`src/rtl/div.sv`:
```
// Iterative radix-2 restoring divider for RV32M DIV/DIVU/REM/REMU.
// Produces one quotient bit per clock. Divide-by-zero and signed overflow
// complete in one cycle. The destination register address travels with the result.
module div #(
    parameter int XLEN  = 32,
    parameter int CNT_W = 5
) (
    input  logic            clk,
    input  logic            rst,
    input  logic            start_i,
    input  logic [1:0]      op_i,
    input  logic [XLEN-1:0] dividend_i,
    input  logic [XLEN-1:0] divisor_i,
    input  logic [4:0]      reg_waddr_i,
    output logic            busy_o,
    output logic            ready_o,
    output logic [XLEN-1:0] result_o,
    output logic [4:0]      reg_waddr_o
);

    typedef enum logic [1:0] {IDLE, CALC, DONE} state_t;

    state_t            state_q, state_d;
    logic [1:0]        op_q, op_d;
    logic [4:0]        waddr_q, waddr_d;
    logic [4:0]        wout_q, wout_d;
    logic [XLEN-1:0]   dvd_q, dvd_d;
    logic [XLEN-1:0]   dvs_q, dvs_d;
    logic [XLEN-1:0]   rem_q, rem_d;
    logic [XLEN-1:0]   quot_q, quot_d;
    logic [XLEN-1:0]   res_q, res_d;
    logic [CNT_W-1:0]  cnt_q, cnt_d;
    logic              negq_q, negq_d;
    logic              negr_q, negr_d;

    logic              is_signed, dvd_neg, dvs_neg, div0, ovf, ge;
    logic [XLEN-1:0]   dvd_abs, dvs_abs, rem_nx, quot_nx, q_fix, r_fix;
    logic [XLEN:0]     rem_sh, diff;

    // Operand conditioning and one restoring step
    always_comb begin
        is_signed = ~op_i[0];
        dvd_neg   = is_signed & dividend_i[XLEN-1];
        dvs_neg   = is_signed & divisor_i[XLEN-1];
        dvd_abs   = dvd_neg ? -dividend_i : dividend_i;
        dvs_abs   = dvs_neg ? -divisor_i  : divisor_i;
        div0      = (divisor_i == '0);
        ovf       = is_signed && (dividend_i == {1'b1, {(XLEN-1){1'b0}}}) &&
                    (divisor_i == '1);
        // Shifted partial remainder keeps its carry bit so divisors with the
        // MSB set compare correctly.
        rem_sh    = {rem_q, dvd_q[XLEN-1]};
        diff      = rem_sh - {1'b0, dvs_q};
        ge        = ~diff[XLEN];
        rem_nx    = ge ? diff[XLEN-1:0] : rem_sh[XLEN-1:0];
        quot_nx   = {quot_q[XLEN-2:0], ge};
        q_fix     = negq_q ? -quot_nx : quot_nx;
        r_fix     = negr_q ? -rem_nx  : rem_nx;
    end

    // Next-state and datapath register updates
    always_comb begin
        state_d = state_q;
        op_d    = op_q;
        waddr_d = waddr_q;
        wout_d  = wout_q;
        dvd_d   = dvd_q;
        dvs_d   = dvs_q;
        rem_d   = rem_q;
        quot_d  = quot_q;
        res_d   = res_q;
        cnt_d   = cnt_q;
        negq_d  = negq_q;
        negr_d  = negr_q;
        case (state_q)
            IDLE, DONE: begin
                state_d = IDLE;
                if (start_i) begin
                    op_d    = op_i;
                    waddr_d = reg_waddr_i;
                    negq_d  = dvd_neg ^ dvs_neg;
                    negr_d  = dvd_neg;
                    dvd_d   = dvd_abs;
                    dvs_d   = dvs_abs;
                    rem_d   = '0;
                    quot_d  = '0;
                    cnt_d   = '0;
                    if (div0) begin
                        res_d   = op_i[1] ? dividend_i : '1;
                        wout_d  = reg_waddr_i;
                        state_d = DONE;
                    end else if (ovf) begin
                        res_d   = op_i[1] ? '0 : {1'b1, {(XLEN-1){1'b0}}};
                        wout_d  = reg_waddr_i;
                        state_d = DONE;
                    end else begin
                        state_d = CALC;
                    end
                end
            end
            CALC: begin
                rem_d  = rem_nx;
                quot_d = quot_nx;
                dvd_d  = dvd_q << 1;
                cnt_d  = cnt_q + CNT_W'(1);
                if (cnt_q == CNT_W'(XLEN-1)) begin
                    res_d   = op_q[1] ? r_fix : q_fix;
                    wout_d  = waddr_q;
                    state_d = DONE;
                end
            end
            default: state_d = IDLE;
        endcase
    end

    // State and datapath registers, cleared asynchronously
    always_ff @(posedge clk or posedge rst) begin
        if (rst) begin
            state_q <= IDLE;
            op_q    <= '0;
            waddr_q <= '0;
            wout_q  <= '0;
            dvd_q   <= '0;
            dvs_q   <= '0;
            rem_q   <= '0;
            quot_q  <= '0;
            res_q   <= '0;
            cnt_q   <= '0;
            negq_q  <= 1'b0;
            negr_q  <= 1'b0;
        end else begin
            state_q <= state_d;
            op_q    <= op_d;
            waddr_q <= waddr_d;
            wout_q  <= wout_d;
            dvd_q   <= dvd_d;
            dvs_q   <= dvs_d;
            rem_q   <= rem_d;
            quot_q  <= quot_d;
            res_q   <= res_d;
            cnt_q   <= cnt_d;
            negq_q  <= negq_d;
            negr_q  <= negr_d;
        end
    end

    // Status and result outputs
    always_comb begin
        busy_o      = (state_q == CALC);
        ready_o     = (state_q == DONE);
        result_o    = res_q;
        reg_waddr_o = wout_q;
    end

endmodule

```
`config.mk`:
```
export PLATFORM = sky130hd
export DESIGN_NAME = div
export DESIGN_NICKNAME = d
export VERILOG_FILES = /design/src/rtl/div.sv
export SDC_FILE = /design/constraint.sdc
export NUM_CORES = 1
export LEC_CHECK = 0
export BUFFER_PORTS_ARGS = -buffer_cell sky130_fd_sc_hd__buf_2
export CORE_UTILIZATION = 50
export CTS_BUF_LIST = sky130_fd_sc_hd__clkbuf_8
export DETAILED_ROUTE_END_ITERATION = 10
export MAX_ROUTING_LAYER = met4
export PLACE_DENSITY_LB_ADDON = 0.08
export SYNTH_ARGS = -nofsm -noshare
export SYNTH_HDL_FRONTEND = slang
export SYNTH_SLANG_ARGS = --single-unit
```
`constraint.sdc`:
```
create_clock -name clk -period 15.55 [get_ports clk]
set_input_delay 0.7775 -clock clk [delete_from_list [all_inputs] [get_ports clk]]
set_output_delay 0.7775 -clock clk [all_outputs]
set_load 0.02 [all_outputs]
```
# Word level (Yosys, flattened, before mapping)
# Index checks and enable logic that the tools add are counted.
# op_classes
reduce_logical	9
addsub	6
eq_ne	8
bitwise	5
n_mux	30
# ops
operator	count
two-way mux 32 bit	14
case mux 32 bit (2 select lines)	3
negator 32 bit	4
== test 32 bit (second input constant)	2
case mux 31 bit (2 select lines)	1
subtractor 33 x 32 -> 33 bit	1
zero test 32 bit	1
two-way mux 5 bit	5
case mux 5 bit (2 select lines)	2
two-way mux 2 bit	4
adder 5 x 1 -> 5 bit (second input constant)	1
== test 5 bit (second input constant)	1
case mux 2 bit (2 select lines)	1
AND reduction 2 bit	2
AND reduction 4 bit	1
!= test 3 bit (second input constant)	1
AND 1 bit	2
== test 2 x 1 -> 1 bit (second input constant)	1
== test 2 bit (second input constant)	1
logical AND 1 bit	2
zero test 2 bit	1
!= test 2 x 1 -> 1 bit (second input constant)	1
!= test 2 bit (second input constant)	1
NOT 1 bit	2
3 further kinds	3
# totals
output_inout_bits	39
input_bits	74
register_bits	180

# Logic depth before layout (Yosys ltp)
# Gate-level depths: netlist of run 1.
# logic_depth
depth_word	7
ltp_mapped	27
ltp_nobuf	24

# Least setup slack after synthesis of run 1
# No wires, ideal clock.
# synth_path
path_type	register to register
from	register dvd_q[31]
to	register res_q[30], in the netlist result_o[30]
arrival_ps	5035
stages_incl_launch_ff	27
setup_slack_ps	10389
required_time_ps	15424
setup_time_ps	126
path_buffers	3
synth_period_minus_slack_ps	5161
path_cell_list	dfrtp_1 > inv_1 > ha_1 > inv_1 > fa_1 > a211oi_4 > o31ai_4 > o211ai_2 > a21oi_2 > nor3_4 > nor2_4 > inv_2 > buf_4 > buf_2 > buf_2 > ha_1 > inv_1 > or4_1 > or4_4 > o21a_1 > a21oi_2 > nand2_1 > xor2_1 > a21oi_1 > o21ai_0 > o21ai_0 > o21ai_1
# synth_between
elab_chain_cells	7
elab_cells_between_ends	10
# synth_rtl
item	line_no	rtl
start, declared	27	logic [XLEN-1:0] dvd_q, dvd_d;
start signal, assigned	136	dvd_q <= dvd_d;
subtractor 33 x 32 -> 33 bit	53	diff = rem_sh - {1'b0, dvs_q};
two-way mux 32 bit / NOT 1 bit (equally long branches)	55, 54	
negator 32 bit (on tied branches)	58, 57	
two-way mux 32 bit (on tied branches)	58, 57	
two-way mux 32 bit *	107	res_d = op_q[1] ? r_fix : q_fix;
two-way mux 32 bit *	106	if (cnt_q == CNT_W'(XLEN-1)) begin
case mux 32 bit (2 select lines) *	75	case (state_q)
end signal, assigned	140	res_q <= res_d;
end, declared	31	logic [XLEN-1:0] res_q, res_d;
# Every way passes the cells marked *; elsewhere a longest branch is shown, timed or not. The select of a mux whose other input is x is not followed.
# A chain may end at the register's enable or synchronous reset.

# Worst setup path in the final report of run 1
# layout_path
from	register dvd_q[31]
to	register res_q[18], in the netlist result_o[18]
# The elaborated chain is that of the path after synthesis.

==> out/qor.yml, run 1 <==
setup_path:
  endpoint_kind: "flop"
  cp_cell_sequence: "inv_1, ha_1, inv_1, fa_1, a211oi_4, o31ai_4, o211ai_2, a21oi_2, o21a_1, nor2_4, inv_2, nor2_1, a21oi_1, ha_1, inv_1, nor4_1, and4_1, nand4_1, o41a_1, nand2_1, xnor2_1, o21ai_0, mux2_2"
  crit_required_ns: 15.92
  critPathKind: "flop to flop"
  path_common_cell: "inv_1"
  cpPeakStageDelay_ns: 0.61
  cp.arrival_ns: 6.32
  critPathSlowestCell: "inv_2"
  start_kind: "flop"
  path_max_fanout: 50
placement:
  dp_cells: 1936
  numPortBuffers: 112
  dp.final_hpwl_mm: 30.2
  gp_congestion: 0.926
floorplanning:
  coreArea_um2: 25300
  start_util: 0.513
  die_h_um: 163
  die_area_um2: 26600
  fp.dieW_um: 163
  io_pins: 113
  row_count: 58
clock_tree:
  cts_root_buf: "clkbuf_8"
  cts_tree: "yes"
  clk-insertion-delay-late_ns: 0.50
  h-tree-depth: 4
  cts_buffer_depth: 2
  post-cts-setup-buffers: 0
  post_cts_resize_count: 0
  cts_buffers: 17
  postCtsHoldBufs: 0
  cts.clk_slew.worst_paths_ns: 0.14
  cts.sinks: 179
drt:
  avgRoutedWirePerCell_um: 20.9
  ant_nets: 0
  firstDrtPassIters: 9
  dr_total_vias: 12200
  wl_mm: 41.1
  drt_iter0_drc: 1284
  via_per_inst: 6.19
  drc: 0
synth:
  syn-num-nets: 1691
  synth_area_per_cell_um2: 8.23
  async_flop_share: 1.00
  synth_cell_types: 87
  netlist_instances: 1577
  synth_warnings: 0
  synth_seq_cells: 179
  synth_top_area_cell: "dfrtp_1"
  synthTopCellsByArea: "dfrtp_1 34%, o21ai_0 8.0%, xnor2_1 6.1%"
  synth_ff_type: "dfrtp_1"
  seq_area_frac_synth: 0.345
  netlist_area_um2: 13000
  synth-edff-count: 0
  netlist.area_leader.share: 0.345
flow_run:
  cap_violations: 0
global_route:
  antenna_found_initial: 0
  first_global_vias: 11500
  grt_first_pass_wirelength_mm: 65.2
  overflow: 0
  grt_max_degree: 103
  grt_use_total: 0.327
sta:
  finalMaxSlewViolations: 0
  fin_worst_skew_ns: 0.0304
  setup_viol: 0
  final.setup.tns_ns: 0
  max_slew_margin: 0.240
  period_needed_ns: 5.94
  fin_crit_sh: 0.382
  tightestPinTransition_ns: 1.14
  timing.fmax_mhz: 168
  hold_violations: 0
  rsz0062_at_grt: "no"
layout:
  synthToLayoutAreaGrowth_pct: 8.66
  diodes: 0
  drive_gt1_frac: 0.117
  final_cell_count_no_fill: 1968
  fin_nets: 1739
  n_fill_cell: 2423
min_path:
  hold_class: "primary input to asynchronous set/reset pin"
run_status:
  status: "finished, final reports clean"
-- critical path: cells and delay by family, from the launching register on --
kind	cells	cell delay (ns)
AOI/OAI and AO/OA	8	2.34
and+or+nand+nor	6	1.07
buffers and inverters	4	0.83
adders and majority gates	3	0.69
DFF	1	0.47
muxes	1	0.28
xor gates and xnor gates	1	0.14
-- worst paths after layout --
kind	start	to	slack, ns	cells after the start
hold reg to reg	cnt_q[3]	cnt_q[3]	0.49	1
setup reg to reg	dvd_q[31]	result_o[18]	9.61	23
setup / recovery	dvd_q[31]	result_o[18]	9.61	23
min in group clk	reg_waddr_i[4]	waddr_q[4]	0.48	3
max in group asynchronous	rst	dvd_q[2]	13.48	3
hold / removal	rst	dvd_q[14]	0.43	2
-- cells by family (layout without fill, tap and decap cells) --
group           count (synthesis)  in the layout  share of synthesized area
flops                         179            179                      0.345
fa+ha+maj                      40             40                     0.0391
compound gates                553            553                      0.272
xor+xnor                      137            137                     0.0924
buf+inv                       156            217                     0.0485
mux                            33             33                     0.0260
simple gates                  479            479                      0.177
-- registers in the layout (all words and copies together) (netlist names) --
name         flops
cnt_q            5
dvs_q           32
waddr_q          5
result_o        32
negq_q           1
rem_q           32
state_q          2
quot_q          31
reg_waddr_o      5
dvd_q           32
op_q             1
negr_q           1
-- area by class of cell --
class                   instances  area, um2  share of cell area
inverters                      62        238              0.0168
repair buffers                123        643              0.0456
flip-flops and latches        179       4480               0.317
multi-input cells            1242       7910               0.560
clock buffers                  17        234              0.0166
clock inverters                15        198              0.0140
well taps                     330        413              0.0293
-- through the flow --
stage	util	hold slack [ns]	instance area, um2	setup WS [ns]
after floorplan	-	0.445	13000	9.91
after global placement	0.540	0.456	13700	9.79
after detailed placement	0.540	0.462	13700	9.72
after CTS	0.557	0.460	14100	9.69
after global routing	0.557	0.480	14100	9.32
final	0.557	0.429	14100	9.61
-- metal layers --
metal	wire, um	vias to the layer above	GRT usage	part of all wire
met2	18700	418	0.494	0.45
met1	18700	5854	0.443	0.46
met3	2110	58	0.0338	0.051
met5	0	-	-	0
li1	-	5851	-	-
met4	1600	0	0.142	0.039
-- Yosys cell counts (all sizes together), types with 39 or more instances --
master    n
clkbuf   63
xnor2    90
xor2     47
nor2    120
o21ai   222
inv      60
nor3     39
dfrtp   179
a21oi   116
nand2   174
ha       39
-- layout by cell type (no fill, tap or decap), types with 20 or more instances in the layout --
master and instances:
mux2i_1 27, dfrtp_1 179, xor2_1 47, buf_2 112, or3_1 20, nand2_1 173, a21oi_1 112, nand4_1 22
a22oi_1 31, o31ai_1 21, ha_1 39, o21ai_0 207, nor3_1 38, a22o_1 31, inv_1 58, xnor2_1 90
nor2_1 118
Power of run 1 is left out: the tool's default activity adds up to more than one toggle a clock period on the data nets, which glitch-free logic cannot reach.
==> inputs of run 2 (changes only) <==
==> constraint.sdc (replaced) <==
create_clock -name clk -period 4.9 [get_ports clk]
set_input_delay 0.245 -clock clk [delete_from_list [all_inputs] [get_ports clk]]
set_output_delay 0.245 -clock clk [all_outputs]
set_load 0.02 [all_outputs]
==> run 2 against run 1 <==
  * Clock skew fell by 0.0070 ns
  * Global-route usage shrank 0.066 points
  * Critical path type unchanged
  * Worst hold slack got worse by 0.40 ns
  * Sequential share of layout area is 0.99 points lower
  * Final cell count increased by 2.4%
==> out/qor.yml, run 2 (synthesis results as in run 1) <==
setup_path:
  cpPeakStageDelay_ns: 0.47
  r2r-start: "rem_q[18]"
  endpoint_kind: "flop"
  critPathTopFamily: "simple AND/OR/NAND/NOR gates"
  startpoint: "rem_q[18]"
  worst-path-buf-inv: 1
  path_common_cell: "ha_1"
  r2r_end: "result_o[28]"
  path_max_fanout: 9
  r2r_cells: 19
  rrSetupSlack_ns: 0.18
  cp.arrival_ns: 5.08
  start_kind: "flop"
  cp_cell_sequence: "ha_1, and4_1, and3_1, a32oi_2, a21oi_2, o21a_1, nor2_4, mux2i_2, ha_1, inv_1, or3_4, or3_1, nor3_1, o21ai_1, o41ai_2, nand4_1, o21ai_2, xnor2_1, a31oi_1"
  crit_required_ns: 5.26
  critPathSlowestCell: "dfrtp_1"
  critPathKind: "flop to flop"
floorplanning:
  start_util: 0.513
  fp.dieW_um: 163
  die_area_um2: 26600
  row_count: 58
  io_pins: 113
  die_h_um: 163
  coreArea_um2: 25300
sta:
  whs_ns: 0.0326
  setup_viol: 0
  max_slew_margin: 0.291
  fin_worst_skew_ns: 0.0234
  period_needed_ns: 4.72
  hold_violations: 0
  timing.fmax_mhz: 212
  tightestPinTransition_ns: 1.06
  finalMaxSlewViolations: 0
  fin_crit_sh: 0.962
global_route:
  grtUsageMet2: 0.508
  grt_first_pass_wirelength_mm: 65.2
  first_global_vias: 11600
  grt_use_total: 0.326
  grt-busiest-layer: "met2"
  gr-usage-met1: 0.434
  globalRouteMet3Util: 0.0383
  grt_max_degree: 180
  overflow: 0
  antenna_found_initial: 0
min_path:
  hold_class: "primary input to asynchronous set/reset pin"
drt:
  via_per_inst: 6.18
  ant_nets: 0
  drc: 0
  firstDrtPassIters: 7
  drt_iter0_drc: 1158
  wl_mm: 41.5
  dr_total_vias: 12500
  avgRoutedWirePerCell_um: 20.6
layout:
  fin_nets: 1786
  final_cell_mix: "205 x o21ai_0, 179 x dfrtp_1, 173 x nand2_1, 118 x nor2_1, 112 x buf_2"
  postLayoutCoreUtil: 0.575
  synthToLayoutAreaGrowth_pct: 12.2
  mostFrequentLayoutCell: "o21ai_0"
  drive_gt1_frac: 0.148
  diodes: 0
clock_tree:
  h-tree-depth: 4
  cts.sinks: 179
  clk-insertion-delay-late_ns: 0.50
  cts_buffers: 17
  cts_buffer_depth: 2
  cts.clk_slew.worst_paths_ns: 0.13
  cts_root_buf: "clkbuf_8"
  cts_tree: "yes"
placement:
  dp.final_hpwl_mm: 31.1
  numPortBuffers: 112
  gp_congestion: 0.949
run_status:
  status: "finished, final reports clean"
flow_run:
  cap_violations: 0
run 2: changes by cell type in the layout (fill, tap and decap cells not counted), moves of 2 or more:
| cell | delta |
|---|---|
| a21oi_1 | -2 |
| a21oi_2 | +2 |
| buf_12 | +2 |
| buf_4 | +40 |
| clkinv_8 | +2 |
| dlygate4sd3_1 | +5 |
| ha_1 | -4 |
| ha_2 | +3 |
| inv_12 | -2 |
| o21ai_0 | -2 |
run 2: timing repair:
| item | 4_1_cts | 5_1_grt |
|---|---|---|
| resized for setup | 0 | 15 |
| hold buffers | 5 | 0 |
| setup buffers | 0 | 3 |
| endpoints found under the setup margin | 0 | 10 |
| endpoints found under the hold margin | 5 | 0 |
run 2: worst register-to-register path, delay by kind of cell (launching register included):
| kind | cells | cell delay, ns |
|---|---|---|
| and+or+nand+nor | 7 | 1.86 |
| AOI/OAI and AO/OA | 7 | 1.17 |
| adders and majority gates | 2 | 0.60 |
| DFF | 1 | 0.47 |
| muxes | 1 | 0.27 |
| xor gates and xnor gates | 1 | 0.14 |
| buffers and inverters | 1 | 0.08 |
run 2: how the worst max path moves through the flow:
stage                         to  slack, ns  depth (start not counted)
floorplan           result_o[30]      -0.05                         26
global route        result_o[28]      -0.03                         19
detailed placement  result_o[28]       0.16                         22
global placement    result_o[30]       0.25                         21
finish              result_o[28]       0.18                         19
CTS                 result_o[28]       0.12                         22
run 2: stage by stage:
stage	setup slack, ns	cells	setup TNS, ns	area, um2
floorplan	-0.0517	1577	-0.0989	13000
global placement	0.247	1975	0	14000
detailed placement	0.155	1975	0	14000
CTS	0.120	2012	0	14500
global route	-0.0305	2015	-0.0337	14600
finish	0.185	2015	0	14600
run 2: layout make-up:
class,count,area (um2)
fillers,2336,10800
clock inverters,15,199
multi-input cells,1242,7970
clock buffers,17,234
flip-flops and latches,179,4480
repair buffers,170,1030
well taps,330,413
inverters,62,239
run 2: routing by layer:
layer | share of wire | wire, um
met4 | 0.036 | 1500
met3 | 0.061 | 2550
met5 | 0 | 0
met1 | 0.44 | 18400
met2 | 0.46 | 19000
Power of run 2 is left out for the same reason.
